[config.mk]
export PLATFORM = sky130hd
export DESIGN_NAME = wb_regfile
export DESIGN_NICKNAME = d
export VERILOG_FILES = /design/src/rtl/wb_regfile_pkg.sv /design/src/rtl/wb_regfile_wb_sel.sv /design/src/rtl/wb_regfile.sv
export SDC_FILE = /design/constraint.sdc
export NUM_CORES = 2
export LEC_CHECK = 0
export CAP_MARGIN = 10
export CORE_MARGIN = 8
export CORE_UTILIZATION = 45
export DETAILED_ROUTE_END_ITERATION = 10
export SYNTH_ARGS = -nofsm -noshare
export SYNTH_HDL_FRONTEND = slang
export SYNTH_HIERARCHICAL = 1
export SYNTH_SLANG_ARGS = --single-unit
[constraint.sdc]
create_clock -name clk -period 2.9 [get_ports clk]
set_input_delay 0.435 -clock clk [delete_from_list [all_inputs] [get_ports clk]]
set_output_delay 0.435 -clock clk [all_outputs]
set_load 0.05 [all_outputs]
[src/rtl/wb_regfile_pkg.sv]
// Shared widths and encodings for the writeback register file and control decoder.
// The optional macro RF_WB_BYPASS_EN lives in wb_regfile.sv.
package wb_regfile_pkg;

    localparam int XLEN        = 32;
    localparam int RFIDX_WIDTH = 5;
    localparam int RF_NREGS    = 1 << RFIDX_WIDTH;

    localparam logic [RFIDX_WIDTH-1:0] RF_ZERO_IDX = '0;

    typedef enum logic {
        WBSEL_ALU = 1'b0,
        WBSEL_MEM = 1'b1
    } wbsel_e;

    // A write only retires when enabled and not aimed at the hardwired-zero entry.
    function automatic logic rf_commit(input logic we, input logic [RFIDX_WIDTH-1:0] rd);
        return we && (rd != RF_ZERO_IDX);
    endfunction

endpackage

[src/rtl/wb_regfile_wb_sel.sv]
// Writeback value select: load data or ALU result. Pure combinational so the
// forwarding unit can reuse it.
module wb_sel
    import wb_regfile_pkg::*;
(
    input  logic            i_sel,
    input  logic [XLEN-1:0] i_mem_data,
    input  logic [XLEN-1:0] i_alu_data,
    output logic [XLEN-1:0] o_data
);

    assign o_data = (wbsel_e'(i_sel) == WBSEL_MEM) ? i_mem_data : i_alu_data;

endmodule

[src/rtl/wb_regfile.sv]
// Integer register file with writeback commit, two combinational read ports and a
// retired-write counter. Define RF_WB_BYPASS_EN for write-first same-cycle forwarding.
module wb_regfile
    import wb_regfile_pkg::*;
#(
    parameter int NREGS     = RF_NREGS,
    parameter int CNT_WIDTH = 32
) (
    input  logic                   clk,
    input  logic                   rst,
    input  logic                   wb_reg_write,
    input  logic                   wb_memtoreg,
    input  logic [XLEN-1:0]        m_data,
    input  logic [XLEN-1:0]        ex_result,
    input  logic [RFIDX_WIDTH-1:0] rd_index,
    input  logic [RFIDX_WIDTH-1:0] rs1_index,
    input  logic [RFIDX_WIDTH-1:0] rs2_index,
    output logic [XLEN-1:0]        rs1_data,
    output logic [XLEN-1:0]        rs2_data,
    output logic [XLEN-1:0]        wb_data,
    output logic [CNT_WIDTH-1:0]   wb_count
);

    // Entry 0 has no storage; reads of it are forced to zero below.
    logic [XLEN-1:0]                  r_regs [1:NREGS-1];
    logic [CNT_WIDTH-1:0]             r_wb_count;
    logic                             w_commit;
    logic [1:0][RFIDX_WIDTH-1:0]      w_rs_idx;

    wb_sel u_wb_sel (
        .i_sel      (wb_memtoreg),
        .i_mem_data (m_data),
        .i_alu_data (ex_result),
        .o_data     (wb_data)
    );

    assign w_commit = rf_commit(wb_reg_write, rd_index);

    always_ff @(posedge clk) begin
        if (rst) begin
            for (int i = 1; i < NREGS; i++) begin
                r_regs[i] <= '0;
            end
            r_wb_count <= '0;
        end else if (w_commit) begin
            r_regs[rd_index] <= wb_data;
            r_wb_count       <= r_wb_count + 1'b1;
        end
    end

    assign wb_count = r_wb_count;
    assign w_rs_idx = {rs2_index, rs1_index};

    genvar gi;
    generate
        for (gi = 0; gi < 2; gi++) begin : g_rd
            logic [XLEN-1:0] w_data;
            always_comb begin
                w_data = '0;
                if (w_rs_idx[gi] != RF_ZERO_IDX) begin
                    w_data = r_regs[w_rs_idx[gi]];
                end
`ifdef RF_WB_BYPASS_EN
                // Write-first: the committing value wins over the stale array entry.
                if (!rst && w_commit && (w_rs_idx[gi] == rd_index)) begin
                    w_data = wb_data;
                end
`endif
            end
        end
    endgenerate

    assign rs1_data = g_rd[0].w_data;
    assign rs2_data = g_rd[1].w_data;

endmodule

# --- Yosys cells after proc, flatten, opt, wreduce, memory -nomap -nowiden ---
# Memory sizes are Yosys's and may differ from the RTL's.
# Cells that the tools add are included.
op_classes:
  mux: 11
  n_reduce_logical: 5
  addsub: 1
op_table:
  columns: ["cell", "count"]
  rows:
  - ["32-bit 2-to-1 mux", 4]
  - ["32-bit by 1-bit adder with 32-bit output, second input constant", 1]
  - ["32-bit OR reduction", 1]
  - ["5-bit nonzero test", 3]
  - ["1-bit 2-to-1 mux", 6]
  - ["5-bit 2-to-1 mux", 1]
  - ["1-bit logical AND", 1]
word_totals:
  register_bits: 32
  ramBits: 992
  mem_count: 1
  wordCells: 19
  out_inout_bits: 128
  input_bits: 83
memory_table:
  columns: ["name", "depth", "width", "rd", "rd_clocked_by_memory_dff", "wr", "line_no", "rtl"]
  rows:
  - ["r_regs", 31, 32, 2, 0, 31, "wb_regfile.sv:25", "logic [XLEN-1:0] r_regs [1:NREGS-1];"]

# --- Longest topological paths before layout ---
logic_depth:
  depth_word: 7
  mapped_depth: 9
  mapped_depth_nobuf: 5

# --- Hierarchy ---
# Netlist, hierarchy kept.
modules_own_cells:
  columns: ["module", "cells_per_inst", "area_per_inst_um2", "instances", "seq_area_each_um2"]
  rows:
  - ["wb_regfile", 3696, 56011.2, 1, 31390.1]
  - ["wb_sel", 36, 544.3, 1, 0.0]

# --- Worst setup path before layout ---
# Ideal clock, no wire load.
synth_timing:
  path_type: "input-to-output"
  start: "in rs2_index[0]"
  end: "out rs2_data[11]"
  t_arrival_ns: 4.102
  required_time_ns: 2.465
  stages: 7
  path_slack_ns: -1.637
  n_path_buf: 5
  cell_sequence: "clkbuf_1 buf_4 buf_4 buf_2 clkbuf_1 a211oi_1 a2111oi_0"
synth_via:
  elab_chain_cells: 2
  word_cells_on_any_way: 3
  cone_classes: "mux (1); reduce/logical (1); memory (1)"
synth_lines:
  columns: ["item", "line_no", "rtl"]
  rows:
  - ["from (decl)", "wb_regfile.sv:17", "input logic [RFIDX_WIDTH-1:0] rs2_index,"]
  - ["memory 31 x 32 bit / 5-bit nonzero test (equally long branches)", null, null]
  - ["32-bit 2-to-1 mux *", "wb_regfile.sv:60", "if (w_rs_idx[gi] != RF_ZERO_IDX) begin"]
  - ["to (decl)", "wb_regfile.sv:19", "output logic [XLEN-1:0] rs2_data,"]
# Mark *: on every way between the ends. The rest lies on a longest branch, timed or not.

==> summary.md <==
| Metric | Value |
|---|---|
| Run status | `complete, but fails checks` |
| Failing checks | `setup timing` |
| Initial antenna violation count | `6` |
| Post-Layout Cell Count | `5,930` |
| WL final | `roughly 180,000 um` |
| # setup viols final | `38` |
| Worst slack at placement | `-516 ps` |
| Share of cells above drive strength 1 | `0.391` |
| Critical Path AT | `between 2000 and 3000 ps` |
| Max_slew headroom | `0.346` |
| DIE AREA | `137,000 um^2` |
| Synth top area share | `0.544` |
| Worst-Skew Late Latency | `between 700 and 800 ps` |
| Avg Inst Size Synth | `between 15 and 20 um^2` |
| Leakage power | `approximately 25 nW` |
| Synth warn | `6` |
| Post-synth EDFFs | `approximately 1.0k` |
| Max VDD drop | `0.525 mV` |
| Worst Slack Setup Final | `-160 ps` |
| Placed cell count | `approximately 5.7k` |
| Largest cells by area after synthesis | `edfxtp_1 (54%), mux4_2 (20%), and2_1 (11%)` |
| Power Density | `roughly 570 nW/um^2` |
| Final HPWL DP | `approximately 120,000 um` |
| HP Start | `rst` |
| Global-route wire length before repair | `roughly 260,000 um` |
| Synth area leader | `edfxtp_1` |
| DR vias/cell | `6.08` |
| First DRT Iteration DRCs | `4,489` |
| Final Max Tran Viols | `0` |
| DRC violations left | `0` |
| Clk pwr share | `0.381` |
| Max Cap Viol | `0` |
| Worst Hold Class | `primary input to register` |
| Total Nets Final | `4,257` |
| Drt pass-1 iters | `7` |
| CTS H-tree depth | `3` |
| Cell count after synthesis | `between 3k and 4k` |
| TritonCTS Buffers | `between 100 and 150` |
| Cell Rows | `130` |
| RSZ-0062 raised after global routing | `true` |
| TritonCTS clock tree | `built` |
| IO Port Bufs | `210` |
| RR Startpoint | `wb_count[3]` |
| Async set-or-reset flop fraction in the synthesized netlist | `0` |
| GP Congestion | `between 0.8 and 0.9` |
| Synth cell count leaders | `edfxtp_1 (1,024), and2_1 (996), mux4_2 (512)` |
| WHS | `277 ps` |
| Initial Utilization | `0.452` |
| Final Hold Fails | `0` |
| GRT overflow | `0` |
| Net Sw Frac | `0.261` |
| Crit Path Category | `register to output pin` |
| # IOs | `approximately 210` |
| Crit-path max FO | `2` |
| Max Root-Sink Buffers | `3` |
| Total GRT Usage | `0.262` |
| CTS Hold Buffers Added | `0` |
| Pin count of the biggest net entering global routing | `45` |
| Final ANT Viol Nets | `0` |
| Worst slew pin tran | `slightly below 1000 ps` |
| Clock Skew | `a little under 5 ps` |
| Synth-to-Final Area Change | `24.9%` |
| Tmin final | `about 3100 ps` |
| FMAX | `between 0.3 and 0.4 GHz` |
| Clock transition at path regs | `approximately 60 ps` |
| Combinational power share | `0.174` |
| Synthesis-stage register bit count | `approximately 1.1k` |
| Register area share after synthesis | `0.555` |
| CP Launch Point | `r_regs[23][21]` |
| DIE WIDTH | `between 300 and 400 um` |
| Internal | `a little under 30 mW` |
| WL per Instance | `just over 30 um` |
| Die Y | `about 370 um` |
| Vias | `about 36k` |
| Period utilization | `1.06` |
| Mapped Area | `56,600 um^2` |
| Psw | `approximately 11 mW` |
| CTS Root Cell | `clkbuf_16` |
| Part of the power in registers | `0.445` |
| Top FF cell, synth | `edfxtp_1` |
| Most frequent cell after synthesis | `edfxtp_1` |
| Clock sinks | `1,056` |
| Startpoint types | `register` |
| Post-synth cell types | `56` |
| WP data required | `approximately 2500 ps` |
| Vias in the first global route | `approximately 37k` |
| CORE AREA | `around 130,000 um^2` |
| Worst Setup End Kind | `output pin` |
kinds of logic (layout without fill, tap and decap cells):
group,after synthesis,count (layout),synth area share
and+or+nand+nor,1260,1260,0.134
DFF,1056,1056,0.555
muxes,725,725,0.246
buffers and inverters,397,907,0.0304
AOI/OAI and AO/OA,278,278,0.0316
xor gates and xnor gates,14,14,0.00217
adders and majority gates,1,1,0.000221
other,1,39,0.0000663
power groups by stage:
stage	clock network [mW]	registers, mW	logic (mW)
after floorplan	0	18.1	3.70
after global placement	0	18.2	6.57
after detailed placement	0	18.3	6.59
after CTS	15.5	17.9	6.94
after global routing	16.1	18.0	7.30
final	15.4	18.0	7.03
worst paths after layout:
path         cells after the start  slack, ps      endpoint
max                              8       -160  rs2_data[21]
min                              3        280   wb_count[3]
max reg2reg                      5        690  wb_count[29]
min reg2reg                      2        510  wb_count[22]
cell usage in the layout, fill, tap and decap left out, types with 9 or more instances in the layout:
cell type,instances
a21oi_4,10
clkbuf_16,119
clkbuf_1,15
a22oi_1,26
mux2_2,75
a31oi_2,9
a21oi_1,46
nand4_1,11
a22oi_2,21
mux2_4,49
o21ai_2,18
nor2_2,25
o21ai_0,17
and2_1,996
clkinv_2,28
nor2_4,16
a31oi_4,22
a2111oi_4,16
mux4_2,512
dfxtp_1,32
nor2b_1,24
buf_6,51
buf_4,347
or2_2,34
bufinv_16,18
a211oi_1,16
clkinv_1,25
a221oi_2,17
nor3_2,10
nand3_1,12
a21oi_2,22
conb_1,32
nand2_1,51
nor2_1,26
clkdlybuf4s50_1,102
edfxtp_1,1024
mux2i_1,79
buf_12,172
or3_1,11
metal layers:
| layer | vias to the layer above | part of all wire | track usage |
|---|---|---|---|
| li1 | 15200 | - | - |
| met1 | 18900 | 0.41 | 0.361 |
| met2 | 1626 | 0.48 | 0.427 |
| met3 | 243 | 0.091 | 0.0526 |
| met4 | 2 | 0.021 | 0.0694 |
| met5 | - | 0.000077 | 0 |
sequential cells by signal, indices dropped and copies added, names as in the netlist:
signal,flops
r_regs,1024
wb_count,32
worst max-delay path: stages, from the launching register on:
cell and delay (ps):
edfxtp_1 410, mux4_2 490, mux2i_1 150, buf_4 150, nor2_2 40, a221oi_2 210, buf_4 190, a221oi_4 70
buf_6 180
through the flow:
step,power [mW],util,cell area [um^2],setup TNS [ps]
2_1_floorplan,21.8,-,57300,0
3_3_place_gp,24.8,0.522,65400,-7130
3_5_place_dp,24.8,0.522,65400,-5010
4_1_cts,40.4,0.562,70300,-4640
5_1_grt,41.4,0.564,70600,-6400
6_report,40.4,0.564,70700,-2840
repair_timing:
item                                    4_1_cts  5_1_grt
pin swaps                                    40       22
endpoints found under the setup margin       64       60
setup buffers                                14       10
gates resized for setup                     233       51
endpoints found under the hold margin         0        0
final cells by class:
class / count / area [um^2]
Clock buffer: 133 / 3010
Clock inverter: 84 / 905
Timing Repair Buffer: 686 / 7840
Multi-Input combinational cell: 2310 / 25400
Inverter: 4 / 15.0
Fill cell: 9786 / 54600
Tap cell: 1650 / 2060
Antenna cell: 7 / 17.5
Sequential cell: 1056 / 31400
(Power assumes the default switching activity.)
